==> config.mk <==
export PLATFORM = sky130hd
export DESIGN_NAME = reaction_timer_svc
export DESIGN_NICKNAME = d
export VERILOG_FILES = /design/src/rtl/reaction_pkg.sv /design/src/rtl/ms_prescaler.sv /design/src/rtl/reaction_timer_svc.sv
export SDC_FILE = /design/constraint.sdc
export NUM_CORES = 1
export LEC_CHECK = 0
export ABC_AREA = 1
export BUFFER_PORTS_ARGS = -buffer_cell sky130_fd_sc_hd__buf_2
export CAP_MARGIN = 40
export CORE_AREA = 5 5 105 180
export CTS_BUF_LIST = sky130_fd_sc_hd__clkbuf_4
export DETAILED_ROUTE_END_ITERATION = 8
export DIE_AREA = 0 0 110 185
export SYNTH_ARGS = -nofsm -noshare
export SYNTH_HDL_FRONTEND = slang
export SYNTH_SLANG_ARGS = --single-unit
==> constraint.sdc <==
create_clock -name clk -period 3.87 [get_ports clk]
set_clock_uncertainty 0.05 [all_clocks]
set_input_delay 0.387 -clock clk [delete_from_list [all_inputs] [get_ports clk]]
set_output_delay 0.387 -clock clk [all_outputs]
set_load 0.01 [all_outputs]
==> src/rtl/reaction_pkg.sv <==
// Shared types and constants for the reaction-time timing service.
package reaction_pkg;

   typedef enum logic [1:0] {
      IDLE,
      RUN,
      DONE
   } wait_state_t;

   localparam int              MS_W      = 14;
   localparam logic [MS_W-1:0] MS_MAX    = 14'd9999;
   localparam logic [15:0]     LFSR_SEED = 16'hACE1;
   localparam logic [15:0]     LFSR_TAPS = 16'hB400;

   // Right-shifting Galois step for x^16+x^14+x^13+x^11+1.
   function automatic logic [15:0] lfsr_next(input logic [15:0] s);
      return {1'b0, s[15:1]} ^ (s[0] ? LFSR_TAPS : 16'h0000);
   endfunction

endpackage

==> src/rtl/ms_prescaler.sv <==
// Divides the system clock down to a one-cycle millisecond tick.
module ms_prescaler #(
   parameter int TICKS_PER_MS = 100_000
) (
   input  logic clk,
   input  logic rst_n,
   input  logic clr,
   input  logic en,
   output logic tick
);

   localparam int             CW   = $clog2(TICKS_PER_MS);
   localparam logic [CW-1:0]  LAST = CW'(TICKS_PER_MS - 1);

   logic [CW-1:0] cnt;

   assign tick = en && !clr && (cnt == LAST);

   // NOTE: sequential state uses non-blocking assignments only, so every
   // register sees pre-edge values regardless of process ordering.
   always_ff @(posedge clk or negedge rst_n) begin
      if (!rst_n) begin
         cnt <= '0;
      end else if (clr) begin
         cnt <= '0;
      end else if (en) begin
         cnt <= (cnt == LAST) ? '0 : cnt + 1'b1;
      end
   end

endmodule

==> src/rtl/reaction_timer_svc.sv <==
// Timing service for the reaction-game controller: random wait, fixed wait
// and a saturating millisecond reaction counter.
module reaction_timer_svc
   import reaction_pkg::*;
#(
   parameter int CLK_FREQ_HZ  = 100_000_000,
   parameter int RWAIT_MIN_MS = 1000,
   parameter int WAIT5_MS     = 5000,
   parameter int LATE_MS      = 1000
) (
   input  logic            clk,
   input  logic            rst_n,
   input  logic            start_rwait,
   input  logic            start_wait5,
   input  logic            time_en,
   input  logic            time_clr,
   output logic            rwait_done,
   output logic            wait5_done,
   output logic            time_late,
   output logic [MS_W-1:0] ms_count
);

   localparam int TICKS_PER_MS = CLK_FREQ_HZ / 1000;

   logic [15:0]                lfsr;
   logic [1:0]                 req;
   logic [1:0]                 done;
   logic [1:0][MS_W-1:0]       load_tgt;
   logic                       react_tick;

   always_ff @(posedge clk or negedge rst_n) begin
      if (!rst_n) lfsr <= LFSR_SEED;
      else        lfsr <= lfsr_next(lfsr);
   end

   // Channel 0 is the random wait, channel 1 the fixed wait.
   assign req         = {start_wait5, start_rwait};
   assign load_tgt[0] = MS_W'(RWAIT_MIN_MS) + MS_W'(lfsr[11:0]);
   assign load_tgt[1] = MS_W'(WAIT5_MS);

   for (genvar c = 0; c < 2; c++) begin : g_chan
      wait_state_t     state, state_nx;
      logic [MS_W-1:0] cnt;
      logic [MS_W-1:0] target;
      logic            start;
      logic            tick;

      assign start   = (state == IDLE) && req[c];
      assign done[c] = (state == DONE);

      ms_prescaler #(.TICKS_PER_MS(TICKS_PER_MS)) u_pre (
         .clk   (clk),
         .rst_n (rst_n),
         .clr   (start),
         .en    (1'b1),
         .tick  (tick)
      );

      // NOTE: next state is defaulted before the case so no path leaves it
      // unassigned and no latch is inferred.
      always_comb begin
         state_nx = state;
         case (state)
            IDLE: if (req[c]) state_nx = RUN;
            RUN: begin
               if (!req[c])                             state_nx = IDLE;
               else if (tick && (cnt + 1'b1) == target) state_nx = DONE;
            end
            DONE:    if (!req[c]) state_nx = IDLE;
            default: state_nx = IDLE;
         endcase
      end

      always_ff @(posedge clk or negedge rst_n) begin
         if (!rst_n) begin
            state  <= IDLE;
            cnt    <= '0;
            target <= '0;
         end else begin
            state <= state_nx;
            if (start) begin
               target <= load_tgt[c];
               cnt    <= '0;
            end else if (state == RUN && req[c] && tick) begin
               cnt <= cnt + 1'b1;
            end
         end
      end
   end

   assign rwait_done = done[0];
   assign wait5_done = done[1];

   ms_prescaler #(.TICKS_PER_MS(TICKS_PER_MS)) u_react_pre (
      .clk   (clk),
      .rst_n (rst_n),
      .clr   (time_clr),
      .en    (time_en),
      .tick  (react_tick)
   );

   always_ff @(posedge clk or negedge rst_n) begin
      if (!rst_n) begin
         ms_count <= '0;
      end else if (time_clr) begin
         ms_count <= '0;
      end else if (react_tick && ms_count != MS_MAX) begin
         ms_count <= ms_count + 1'b1;
      end
   end

   assign time_late = (ms_count >= MS_W'(LATE_MS));

endmodule

### After elaboration in Yosys (flattened, before gate mapping)

Index checks and enable logic that the tools add are counted.

* logic and storage cells: 84
* bits in registers: 128
* input port bits: 6
* output and inout bits: 17

* reduce and logical (&&, ||, !) cells: 24
* add/sub/neg operators: 7
* eq/ne operators: 16
* $lt $le $gt $ge: 1
* muxes and demuxes: 24
* bitwise gates (word level): 1

Operators with widths (count)
* $mux W17: 7
* $mux W14: 6
* $add A17 B1 Y17 const B: 3
* $eq A17 B17 Y1 const B: 3
* $add A14 B1 Y14 const B: 3
* $mux W16: 1
* $mux W2: 8
* $xor A15 B16 Y16: 1
* $eq A14 B13 Y1: 1
* $eq A14 B14 Y1: 1
* $ge A14 B10 Y1 const B: 1
* $ne A14 B14 Y1 const B: 1
* $add A10 B12 Y13 const A: 1
* $logic_and A1 B1 Y1: 13
* $pmux W2 S3: 2
* $ne A2 B2 Y1 const B: 4
* $reduce_bool A2 Y1: 4
* $ne A3 B3 Y1 const B: 2
* $reduce_and A3 Y1: 2
* $eq A2 B1 Y1 const B: 2
* $eq A2 B2 Y1 const B: 2
* $logic_not A2 Y1: 2
* $logic_not A1 Y1: 3

### Depth between registers and ports, before layout

* depth after elaboration: 8
* depth in mapped cells: 14
* mapped depth without buffers: 14

### By module

From an unflattened synthesis, not the netlist that was laid out.

* cell total of the unflattened synthesis: 1055
* area total of the unflattened synthesis: 7618.6 µm²

By module, submodules not included
* reaction_timer_svc: cells an instance 548, sequential area each 1911.8 µm², area each 4195.3 µm², instances 1
* ms_prescaler: cells an instance 169, sequential area each 425.4 µm², area each 1141.1 µm², instances 3

### Least setup slack after synthesis

OpenSTA, ideal clock, no wires.

* kind: flip-flop to flip-flop
* start: reg u_react_pre.cnt[0]
* end: reg ms_count[6]
* slack: 2156 ps
* buffers on the path: 0
* library setup time: 117 ps
* data required time: 3703 ps
* arrival: 1546 ps
* stages on the path, launching flop included: 13
* period minus slack after synthesis: 1714 ps
* path through: dfrtp_1 > ha_1 > nand2_1 > nor2_4 > inv_2 > nor2_2 > nand3_2 > nor2_4 > nand2_4 > nand2_8 > nand3_2 > nand2_1 > nor2_2

* word-level cells in the longest chain between the ends: 4

RTL lines
* start, declared: RTL line ms_prescaler.sv:15 `logic [CW-1:0] cnt;`
* start signal, assigned: RTL line ms_prescaler.sv:27 `cnt <= (cnt == LAST) ? '0 : cnt + 1'b1;`
* $eq A17 B17 Y1: RTL line ms_prescaler.sv:17 `assign tick = en && !clr && (cnt == LAST);`
* $logic_and A1 B1 Y1: RTL line ms_prescaler.sv:17
* $logic_and A1 B1 Y1: RTL line reaction_timer_svc.sv:107 `end else if (react_tick && ms_count != MS_MAX) begin`
* $reduce_bool A2 Y1 (no source line)
* end signal, assigned: RTL line reaction_timer_svc.sv:108 `ms_count <= ms_count + 1'b1;`
* end, declared: RTL line reaction_timer_svc.sv:20 `output logic [MS_W-1:0] ms_count`

No other way between the ends.
A chain may end at the register's enable or synchronous reset.

### Worst setup path after layout

* start: reg g_chan[1].u_pre.cnt[0]
* end: reg g_chan[1].cnt[0]

* word-level cells in the longest chain between the ends: 4

RTL lines
* start, declared: RTL line ms_prescaler.sv:15
* start signal, assigned: RTL line ms_prescaler.sv:27
* $eq A17 B17 Y1: RTL line ms_prescaler.sv:17
* $logic_and A1 B1 Y1: RTL line ms_prescaler.sv:17
* $logic_and A1 B1 Y1: RTL line reaction_timer_svc.sv:84 `end else if (state == RUN && req[c] && tick) begin`
* $reduce_bool A2 Y1 (no source line)
* end signal, assigned: RTL line reaction_timer_svc.sv:85 `cnt <= cnt + 1'b1;`
* end, declared: RTL line reaction_timer_svc.sv:43 `logic [MS_W-1:0] cnt;`

No other way between the ends.

==> results.txt <==
Crit path from: g_chan[1].u_pre.cnt[0]$_DFF_PN0_
Adder-Cell Fraction of Synth Area: 1.67%
Initial antenna violation count: 1
Worst relative slew slack: 52.6%
DIE HEIGHT: 185 µm
IO buf count: 22
CP Data Arrival Time: 2.46 ns
Final min period: 2.12 ns
Ys Warns: 0
Syn nets: 877
Post-CTS Resized: 0
Post-synth EDFFs: 0
Most numerous cell in the Yosys netlist: nand2_1
Post-Synth Simple-Gate Area: 31.5%
FF+latch count, synth: 127
Status: completed
Synthesis-to-layout area growth: 10.1%
CTS buffer count: 17
Longest Clk Path Bufs: 2
Synth unique cells: 46
Critical path's largest stage delay: 0.38 ns
Critical path required time: 4.21 ns
Setup crit end kind: register
Leakage: 3.43 nW
WL final: 15.0 mm
Final Wtd Congestion: 0.890
WP buf/inv: 2
R2R cell count: 12
Site Rows: 64
Core area: 17,400 µm²
Final net count: 915
Drt via density: 5.06
Worst ir drop on vdd: 167 µV
Post-CTS Setup Bufs: 0
Reg2reg end: g_chan[1].cnt[0]$_DFFE_PN0P_
Cell mode on critical path: nand2_1
Synth Flop Type: dfrtp_1
Pin count of the biggest net entering global routing: 64
Critical-path top delay cell: dfrtp_1
Final Hold Violating Endpoints: 0
Slew Limit Fails: 0
Syn_area_per_cell: 7.82 µm²
Pre-CTS WS: 1.74 ns
Main combinational cell family by area after synthesis: simple AND/OR/NAND/NOR gates
Drt drc: 0
Clock sink count: 127
Power Density: 335 nW/µm²
Top post-synthesis cells by area: dfrtp_1, nand2_1, nor2_1
Dpl cells: 1,110
RSZ-0062 raised after global routing: no
Gr ovfl total: 0
Hpwl dp: 11.2 mm
Crit share post-route: 54.7%
CP Capture Point: g_chan[1].cnt[0]$_DFFE_PN0P_
Highest Clock Rate: 472 MHz
Post-CTS Hold Fix Bufs: 2
FF-to-FF Start: g_chan[1].u_pre.cnt[0]$_DFF_PN0_
Final Setup Violations: 0
Async S/R FF share, synth: 100%
Crit-path max FO: 12
Routed WL per cell: 13.1 µm
Post-Synth XOR/XNOR Area: 3.38%
Synth Area in Compound Gates: 9.19%
Post-synth top area share: 44.2%
Class of the worst hold path: in -> reg
First-pass GRT wire length: 27.0 mm
Storage cell area: 3190 µm²
Setup TNS: 0 ns
DRT Pass-1 Iters: 4
Clock-pin slew on the worst setup and hold paths: 0.11 ns
Worst-Margin Slew: 0.708 ns
Initial Util: 38.8%
Layout cell share with drive strength beyond 1: 10.7%
Critical path class: reg -> reg
Cells after Synth: 862
Clk_lat worst skew: 0.51 ns
Non-filler cells, final: 1,145
Max Cap Viol: 0
Vias: 5,789
Worst path depth: 12
Die footprint: 20,400 µm²
Mux contribution to synthesized area: 0%
Die span in x: 110 µm
# IOs: 23
Vias in the first global route: 6,027
Post-layout util: 42.7%
Critical path startpoint category: register
Cell Chain, Critical Path: ha_1 -> nand2_1 -> nor2_1 -> nand2_1 -> nor2_1 -> nand2_1 -> inv_2 -> nand2_2 -> nand2_2 -> inv_1 -> nand2_1 -> o21ai_0
Synth top cells by count: nand2_1, dfrtp_1, nor2_1
Crit path max-delay family: simple AND/OR/NAND/NOR gates
# fillers: 1,819
Number of H-tree levels: 4
All-Layer GR Usage: 16.5%
CTS Root Cell: clkbuf_4
Final antenna-violating net count: 0
Post-Syn Area: 6740 µm²
CTS tree: done
Worst setup margin: 1.75 ns
DRT iter0 DRCs: 236
Pwr Total: 0.00248 W
Sequential share of the synthesized area: 47.3%
Yosys top cell by area: dfrtp_1
R2r setup slk: 1.75 ns
Multi-input logic area: 3080 µm²
how the worst min path moves through the flow:
stage	start	endpoint	cells past startpoint
2_1_floorplan	rst_n	g_chan[0].cnt[0]$_DFFE_PN0P_	0
3_3_place_gp	lfsr[12]$_DFF_PN0_	lfsr[11]$_DFF_PN1_	0
3_5_place_dp	lfsr[12]$_DFF_PN0_	lfsr[11]$_DFF_PN1_	0
4_1_cts	time_en	u_react_pre.cnt[4]$_DFFE_PN0P_	2
5_1_grt	start_rwait	g_chan[0].state[1]$_DFFE_PN0P_	3
6_report	time_en	u_react_pre.cnt[4]$_DFFE_PN0P_	2
state kept, by name, indices dropped and copies added (netlist names):
signal / flops
g_chan.state: 4
g_chan.u_pre.cnt: 34
lfsr: 16
ms_count: 14
u_react_pre.cnt: 17
g_chan.target: 14
g_chan.cnt: 28
routing by layer:
metal,global-route usage (%),share of wire (%),vias up
li1,-,-,2905
met1,18.0,40,2741
met2,29.8,53,103
met3,3.24,2.5,40
met4,8.14,3.8,0
met5,0,0,-
power breakdown:
group	internal (W)	total (W)	switching, W	leakage, nW
logic	0.0000627	0.000182	0.000119	1.58
registers	0.00138	0.00142	0.0000438	1.70
clock network	0.000388	0.000881	0.000492	0.151
total	0.00183	0.00248	0.000655	3.43
per-stage QoR:
stage          hold slack (ns)  instance area, µm²
2_1_floorplan           0.0414                6740
3_3_place_gp             0.301                7130
3_5_place_dp             0.298                7130
4_1_cts                0.00405                7420
5_1_grt                0.00154                7420
6_report                0.0547                7420
cells by family after synthesis:
group / count (synthesis)
flops: 127
simple gates: 472
buf+inv: 122
compound gates: 106
fa+ha+maj: 9
xor+xnor: 26
cell type report:
class	count	area share, %
diodes	1	0.0337
clock buffers	19	1.92
clock inverters	13	1.65
inverters	113	5.75
multi-input cells	613	41.5
flip-flops and latches	127	43.0
well taps	231	3.90
repair buffers	28	2.24
layout by cell type (no fill, tap or decap), types with 3 or more instances in the layout:
cell type / n
buf_2: 21
o21ai_1: 4
inv_2: 4
nand2_2: 4
buf_4: 4
ha_1: 9
clkinv_1: 3
clkinv_2: 6
clkbuf_4: 19
a21oi_1: 21
dfstp_2: 8
o31ai_1: 6
o22ai_1: 20
nand3_1: 65
nor2_4: 3
nor3b_1: 4
nor3_1: 23
inv_1: 107
xnor2_1: 8
o21ai_0: 34
nand4_1: 21
o21a_1: 3
nor3_2: 5
nor2_2: 9
a31oi_1: 8
nand3b_1: 5
xor2_1: 18
nor2_1: 110
nand3_2: 3
nand2_1: 213
dfrtp_1: 119
Note: power is estimated with default switching activity, not from simulation.
